$ cat src/rtl/timer_alarm_ctrl.sv
// timer_alarm_ctrl
//   Multi-channel alarm scheduler sharing one free-running counter. Each
//   channel is armed with a relative delay and raises a sticky pending flag
//   when the counter reaches its deadline, either one-shot or periodic.
//
// Ports
//   clk        system clock
//   reset      synchronous, active-high reset
//   count      current value of the free-running counter
//   cmd_valid  command strobe, accepted when cmd_valid && cmd_ready
//   cmd_op     0=ARM_ONESHOT 1=ARM_PERIODIC 2=CANCEL 3=ACK
//   cmd_ch     target channel (indices >= CHANNELS match nothing)
//   cmd_delay  relative delay for ARM commands (MSB ignored)
//   cmd_ready  registered; low during reset and the cycle after
//   armed      per-channel, high while the channel is ARMED
//   pending    per-channel sticky alarm flag
//   overrun    per-channel sticky flag: periodic fire while still pending
//   irq        OR of pending, registered in step with pending
module timer_alarm_ctrl #(
  parameter int unsigned WIDTH    = 32,
  parameter int unsigned CHANNELS = 4,
  parameter int unsigned CH_BITS  = 2
) (
  input  logic                clk,
  input  logic                reset,
  input  logic [WIDTH-1:0]    count,
  input  logic                cmd_valid,
  input  logic [1:0]          cmd_op,
  input  logic [CH_BITS-1:0]  cmd_ch,
  input  logic [WIDTH-1:0]    cmd_delay,
  output logic                cmd_ready,
  output logic [CHANNELS-1:0] armed,
  output logic [CHANNELS-1:0] pending,
  output logic [CHANNELS-1:0] overrun,
  output logic                irq
);

  typedef enum logic [1:0] {
    OP_ARM_ONESHOT  = 2'd0,
    OP_ARM_PERIODIC = 2'd1,
    OP_CANCEL       = 2'd2,
    OP_ACK          = 2'd3
  } op_t;

  typedef enum logic [1:0] {
    ST_IDLE,
    ST_ARMED,
    ST_PENDING
  } ch_state_t;

  // Distances of half the counter range or more are treated as "not yet".
  localparam logic [WIDTH-1:0] HALF = {1'b1, {(WIDTH-1){1'b0}}};
  localparam logic [WIDTH-1:0] DMASK = {1'b0, {(WIDTH-1){1'b1}}};

  op_t                op;
  logic               cmd_accept;
  logic [WIDTH-1:0]   d_eff;
  logic [CHANNELS-1:0] pending_nxt;

  assign op         = op_t'(cmd_op);
  assign cmd_accept = cmd_valid && cmd_ready;
  assign d_eff      = cmd_delay & DMASK;

  for (genvar g = 0; g < CHANNELS; g++) begin : g_ch
    ch_state_t        state;
    logic [WIDTH-1:0] deadline;
    logic [WIDTH-1:0] period;
    logic             periodic;
    logic             arm_q;
    logic             pend_q;
    logic             ovr_q;
    logic             pend_nxt;
    logic             sel;
    logic             fire;

    assign sel  = cmd_accept && (cmd_ch == CH_BITS'(g));
    // Wrap-safe "count has reached deadline": sign bit of the modular difference.
    assign fire = (state == ST_ARMED) && ((count - deadline) < HALF);

    // Any command on the channel clears pending and takes priority over a
    // simultaneous fire (an IDLE channel never holds pending, so ACK on IDLE
    // is still a no-op).
    always_comb begin
      pend_nxt = pend_q;
      if (sel)
        pend_nxt = 1'b0;
      else if (fire)
        pend_nxt = 1'b1;
    end

    assign pending_nxt[g] = pend_nxt;
    assign armed[g]       = arm_q;
    assign pending[g]     = pend_q;
    assign overrun[g]     = ovr_q;

    always_ff @(posedge clk) begin
      if (reset) begin
        state    <= ST_IDLE;
        deadline <= '0;
        period   <= '0;
        periodic <= 1'b0;
        arm_q    <= 1'b0;
        pend_q   <= 1'b0;
        ovr_q    <= 1'b0;
      end else begin
        pend_q <= pend_nxt;
        if (sel) begin
          unique case (op)
            OP_ARM_ONESHOT, OP_ARM_PERIODIC: begin
              deadline <= count + d_eff;
              period   <= d_eff;
              periodic <= (op == OP_ARM_PERIODIC);
              state    <= ST_ARMED;
              arm_q    <= 1'b1;
              ovr_q    <= 1'b0;
            end
            OP_CANCEL: begin
              state <= ST_IDLE;
              arm_q <= 1'b0;
              ovr_q <= 1'b0;
            end
            OP_ACK: begin
              ovr_q <= 1'b0;
              if (state == ST_PENDING)
                state <= ST_IDLE;
            end
          endcase
        end else if (fire) begin
          if (periodic) begin
            // Advance from the old deadline, not from count, so no drift accumulates.
            deadline <= deadline + period;
            ovr_q    <= ovr_q | pend_q;
          end else begin
            state <= ST_PENDING;
            arm_q <= 1'b0;
          end
        end
      end
    end
  end

  always_ff @(posedge clk) begin
    if (reset) begin
      cmd_ready <= 1'b0;
      irq       <= 1'b0;
    end else begin
      cmd_ready <= 1'b1;
      irq       <= |pending_nxt;
    end
  end

endmodule
$ cat config.mk
export PLATFORM = sky130hd
export DESIGN_NAME = timer_alarm_ctrl
export DESIGN_NICKNAME = d
export VERILOG_FILES = /design/src/rtl/timer_alarm_ctrl.sv
export SDC_FILE = /design/constraint.sdc
export NUM_CORES = 1
export LEC_CHECK = 0
export BUFFER_PORTS_ARGS = -buffer_cell sky130_fd_sc_hd__buf_2
export CORE_ASPECT_RATIO = 1.1
export CORE_MARGIN = 10
export CORE_UTILIZATION = 35
export CTS_BUF_LIST = sky130_fd_sc_hd__clkbuf_16
export DETAILED_ROUTE_END_ITERATION = 7
export GPL_ROUTABILITY_DRIVEN = 0
export HOLD_SLACK_MARGIN = 0.05
export PLACE_DENSITY = 0.53
export SETUP_SLACK_MARGIN = 0.4
export SYNTH_ARGS = -nofsm -noshare
export SYNTH_HDL_FRONTEND = slang
export SYNTH_SLANG_ARGS = --single-unit
$ cat constraint.sdc
create_clock -name clk -period 7 [get_ports clk]
set_input_delay 2.1 -clock clk [delete_from_list [all_inputs] [get_ports clk]]
set_output_delay 2.1 -clock clk [all_outputs]
set_load 0.01 [all_outputs]
## Yosys cells after proc, flatten, opt, wreduce, memory -nomap -nowiden

Cells that the tools add are included.

| word-level totals | value |
|---|---|
| bits in registers | 278 |
| latch bits | 0 |
| RAM bits | 0 |
| memory bits (read-only) | 0 |
| bits of input ports | 71 |
| logic and storage cells | 187 |
| memories kept | 0 |

| operators by class | value |
|---|---|
| add/sub/neg operators | 9 |
| $mul | 0 |
| div/mod/pow operators | 0 |
| $lt $le $gt $ge | 4 |
| equal/unequal tests | 30 |
| shift-type cells | 0 |
| mux-type cells | 68 |
| bitwise operators | 4 |
| reductions and logical operators | 42 |

Operator list:

| kind | count |
|---|---|
| $mux W32 | 13 |
| $add A32 B31 Y32 | 5 |
| $lt A32 B32 Y1 const B | 4 |
| $sub A32 B32 Y32 | 4 |
| $reduce_and A3 Y1 | 12 |
| $mux W1 | 34 |
| $mux W2 | 16 |
| $pmux W2 S3 | 4 |
| $eq A2 B2 Y1 const B | 8 |
| $ne A2 B1 Y1 const B | 8 |
| $reduce_and A2 Y1 | 8 |
| $reduce_bool A2 Y1 | 8 |
| $eq A2 B1 Y1 const B | 6 |
| $ne A3 B1 Y1 const B | 4 |
| $ne A3 B3 Y1 const B | 4 |
| $logic_and A1 B1 Y1 | 9 |
| $reduce_or A4 Y1 | 2 |
| $logic_not A2 Y1 | 2 |
| $or A1 B1 Y1 | 4 |
| $pmux W1 S2 | 1 |
| $reduce_or A2 Y1 | 1 |

## Longest topological paths before layout

| depth | value |
|---|---|
| depth after elaboration | 6 |
| gate-level depth with buffers | 14 |
| mapped depth without buffers | 13 |

## Worst setup path before layout

Ideal clock, no wire load.

| timing | value |
|---|---|
| path type | input -> register |
| start | in count[0] |
| end | reg g_ch[0].deadline[30] |
| library setup time | 0.091 ns |
| arrival | 4.460 ns |
| data required time | 6.909 ns |
| path slack | 2.449 ns |
| cell stages on the path | 13 |
| path buffers | 0 |
| path through | ha_1 > inv_1 > fa_1 > nor2b_1 > o31a_2 > o21ai_1 > o31a_1 > o31ai_4 > a41oi_2 > nor3b_1 > nor3_2 > nand2_1 > a311oi_1 |

| on the way | value |
|---|---|
| word-level cells in the longest chain between the ends | 5 |
| elaborated cells between the ends (all ways) | 8 |
| classes of those cells | 2 x add/sub; 1 x order compare; 2 x mux; 3 x reduce/logical |

Ends and longest elaborated chain:

| item | line | RTL |
|---|---|---|
| start, declared | 26 | `input logic [WIDTH-1:0] count,` |
| $sub A32 B32 Y32 | 78 | `assign fire = (state == ST_ARMED) && ((count - deadline) < HALF);` |
| $lt A32 B32 Y1 | 78 |  |
| $logic_and A1 B1 Y1 | 78 |  |
| $reduce_bool A2 Y1 (no line) | n/a |  |
| $reduce_and A3 Y1 (no line) | n/a |  |
| end signal, assigned | 110 | `deadline <= count + d_eff;` |
| end signal, assigned | 131 | `deadline <= deadline + period;` |
| end, declared | 66 | `logic [WIDTH-1:0] deadline;` |

Parallel ways exist; a longest one is shown, timed or not. The select of a mux whose other input is x is not followed.
A chain may end at the register's enable or synchronous reset.

## Worst setup path after layout

| timing | value |
|---|---|
| start | in count[30] |
| end | reg g_ch[3].deadline[20] |

| on the way | value |
|---|---|
| word-level cells in the longest chain between the ends | 5 |

Ends and longest elaborated chain:

| item | line |
|---|---|
| $sub A32 B32 Y32 | 78 |
| $lt A32 B32 Y1 | 78 |
| $logic_and A1 B1 Y1 | 78 |
| $reduce_bool A2 Y1 (no line) | n/a |
| $reduce_and A3 Y1 (no line) | n/a |
| end signal, assigned | 110 |
| end signal, assigned | 131 |
| end, declared | 66 |

No other way between the ends.

==> results by group <==
Run status
  – Status: finished, final reports clean

Placement
  – # port buffers: 83
  – Pre-CTS setup slack: 1.08 ns
  – Placed wire-length estimate: 57800 um

Clock network
  – Gates resized, CTS repair: 0
  – Post-CTS Hold Fix Bufs: 0
  – Clock tree root buffer cell: clkbuf_16
  – CTS tree: yes
  – Num CTS Buffers: 38
  – CTS Sinks: 278
  – Reg clk slew, reported paths: 0.05 ns
  – Clock Path Buffers: 3
  – Setup bufs post-CTS: 0
  – Worst skew pair latency: 0.57 ns
  – H-tree depth: 2

GRT
  – GRT Overall Usage: 20.3%
  – Antenna violations before repair: 4
  – GR Layer Usage met3: 3.22%
  – Busiest grt layer: met2
  – First-pass GRT wire length: 116000 um
  – Met2 GRT Util: 34.5%
  – Grt total ovfl: 0
  – Number of global-route vias before repair: 20300
  – M1 GR Usage: 24.9%
  – Largest net degree at the start of global routing: 99

STA
  – Final worst slack: 1.63 ns
  – Setup TNS: 0 ns
  – Fmax achieved: 186 MHz
  – Worst-margin pin slew: 0.962 ns
  – Final hold vios: 0
  – Final setup vio count: 0
  – Tcrit/Tclk final: 76.7%
  – Max-slew violations: 0
  – Post-layout min period: 5.37 ns
  – Max-slew headroom: 35.7%
  – RSZ-0062 raised after global routing: false
  – Fin Clk Skew: 0.0188 ns

Critical path
  – CP endpoint kind: register
  – Reg2reg path depth: 12
  – R2r startpoint: g_ch[3].deadline[30]$_SDFFE_PP0P_
  – Crit Path Max Fanout: 33
  – Critical path type: input pin to register
  – Worst path slowest cell: a31o_2
  – Worst R2R End: g_ch[3].deadline[20]$_SDFFE_PP0P_
  – Crit path from: count[30]
  – Data required time of the worst path: 7.41 ns
  – Startpoint Class: input pin
  – Worst path arrival time: 5.77 ns
  – CP bufs+invs: 1
  – CP Depth: 12
  – Critical Path End: g_ch[3].deadline[20]$_SDFFE_PP0P_
  – CP Cell Sequence: buf_2, ha_1, nand4_1, nor4_1, nand2_1, a211oi_1, o21ai_0, a21oi_2, a31o_2, o21ai_0, a21oi_1, a211oi_1
  – Top delay family on crit path: compound AO/OA/AOI/OAI gates
  – Max incr delay on CP: 0.72 ns
  – Reg2reg setup slack: 2.99 ns

Drt
  – Remaining antenna violation count: 0
  – DRT Wirelength: 76000 um
  – Vias: 21200
  – DRC: 0
  – Vias per cell: 5.57
  – Initial DRT Pass Iterations: 5
  – Mean routed wirelength per cell: 20.0 um
  – Initial DRC Count: 1407

Yosys
  – Synth Cell Area: 21900 sq um
  – Yosys reg bits: 278
  – Synth warn: 0
  – Top-count cell post-synth: nand2_1
  – Async SR Flop Fraction: 0%
  – Area leader, netlist: dfxtp_1
  – Mapped Cells: 2932
  – Register area share after synthesis: 25.4%
  – Syn_nets: 3283
  – Post-synth EDFFs: 0
  – Synth top cells by count: nand2_1 (465), a21oi_1 (359), dfxtp_1 (278)
  – Synth area leaders: dfxtp_1 (25%), ha_1 (16%), a21oi_1 (8.2%), nand2_1 (8.0%), o21ai_0 (4.2%)
  – Mapped Avg Cell Area: 7.47 sq um
  – Yosys cell types: 84
  – Main synth FF type: dfxtp_1
  – Post-synth top area share: 25.4%

Pwr
  – Sequential power share: 38.9%
  – Clock power frac: 44.8%
  – P_leak: 9.69 nW
  – Worst IR Drop VDD: 0.000185 V
  – P_int: 2.91 mW
  – Switch Pwr: 1.28 mW
  – Sw frac: 30.6%
  – Comb power frac: 16.3%
  – Power Density: 173 nW/um^2

Worst hold path
  – Hold WC Path Type: register to register

Floorplan
  – Die ar.: 73000 sq um
  – Die height: 282 um
  – Starting Density: 35.2%
  – Site Rows: 96
  – I/O pin cnt: 85
  – Core area: 62200 sq um
  – Die Width: 259 um

Layout
  – Nets@finish: 3288
  – Fill cells: 6662
  – Area Growth Syn to Fin: 10.4%
  – Share of cells above drive strength 1: 7.42%

Run
  – Max-cap viol count: 0
## state kept, by name, summed over array words and instances, names as in the netlist
name / flops
g_ch.periodic: 4
cmd_ready: 1
g_ch.deadline: 128
g_ch.period: 124
g_ch.pend_q: 4
g_ch.arm_q: 4
g_ch.ovr_q: 4
g_ch.state: 8
irq: 1
## area by class of cell
class	count	area [sq um]	share of cell area (%)
inverters	172	646	2.67
multi-input cells	2335	15100	62.5
clock buffers	39	976	4.04
repair buffers	112	643	2.66
flip-flops and latches	278	5570	23.0
diodes	1	2.50	0.0104
clock inverters	28	184	0.761
well taps	833	1040	4.31
## placed cells by master (no fill, tap or decap), types with 23 or more instances in the layout
cell       count
a311oi_1      23
o211ai_1      36
nand4_1       29
inv_1        176
buf_2         82
a21oi_1      359
nand2_1      464
clkbuf_16     39
o21a_1        33
buf_4         29
nand3_1       47
nor3_1        54
a21o_1        75
xor2_1        45
o21ai_0      185
nor2_1       195
xnor2_1       71
a31oi_1       26
dfxtp_1      278
nor2b_1       25
nand2b_1      36
ha_1         275
a211oi_1      93
## kinds of logic (layout without fill, tap and decap cells)
logic type | after synthesis | count (layout) | share of synthesized area (%)
xor+xnor | 116 | 116 | 4.64
other cells | 0 | 1 | 0
flops | 278 | 278 | 25.4
mux | 12 | 12 | 0.571
buf+inv | 319 | 351 | 5.84
simple gates | 947 | 947 | 19.2
compound gates | 980 | 980 | 28.2
fa+ha+maj | 280 | 280 | 16.2
## stage by stage
step	instance area, sq um	utilization, %	instances	hold WS, ns	power, mW
after global routing	24200	38.8	3797	0.478	4.36
after global placement	23000	37.0	3730	0.449	2.33
after CTS	24200	38.8	3797	0.462	4.23
after floorplan	21900	-	2932	0.440	2.07
final	24200	38.8	3798	0.459	4.19
after detailed placement	23000	37.0	3730	0.454	2.35
## worst reg2reg max path, delay by kind of cell (launching register included)
| family | cells | cell delay, ns |
|---|---|---|
| AO/OA/AOI/OAI | 7 | 2.15 |
| AND/OR/NAND/NOR | 3 | 1.01 |
| flip-flops | 1 | 0.33 |
| adder cells (fa/ha/maj) | 1 | 0.31 |
| buffers and inverters | 1 | 0.06 |
## layer usage
layer	up-vias	share of wire (%)
li1	10500	-
met3	165	5.8
met2	582	47
met5	-	0.034
met4	4	4.4
met1	9890	43
## power by group through the flow
stage	Sequential (mW)	Combinational, mW	Clock [mW]
detailed placement	1.66	0.683	0
finish	1.63	0.682	1.88
global route	1.63	0.746	1.99
global placement	1.66	0.667	0
floorplan	1.66	0.415	0
CTS	1.63	0.686	1.92
## worst min-delay path by stage
stage                                     from                         endpoint  slack (ns)  cells after the start
2_1_floorplan   g_ch[0].period[0]$_SDFFE_PP0P_   g_ch[0].period[0]$_SDFFE_PP0P_        0.44                      2
3_3_place_gp    g_ch[2].period[0]$_SDFFE_PP0P_   g_ch[2].period[0]$_SDFFE_PP0P_        0.45                      2
3_5_place_dp    g_ch[2].period[0]$_SDFFE_PP0P_   g_ch[2].period[0]$_SDFFE_PP0P_        0.45                      2
4_1_cts         g_ch[2].period[0]$_SDFFE_PP0P_   g_ch[2].period[0]$_SDFFE_PP0P_        0.46                      2
5_1_grt         g_ch[2].period[0]$_SDFFE_PP0P_   g_ch[2].period[0]$_SDFFE_PP0P_        0.48                      2
6_report       g_ch[2].period[11]$_SDFFE_PP0P_  g_ch[2].period[11]$_SDFFE_PP0P_        0.46                      2
No activity file was read; power rests on OpenSTA's default activity.
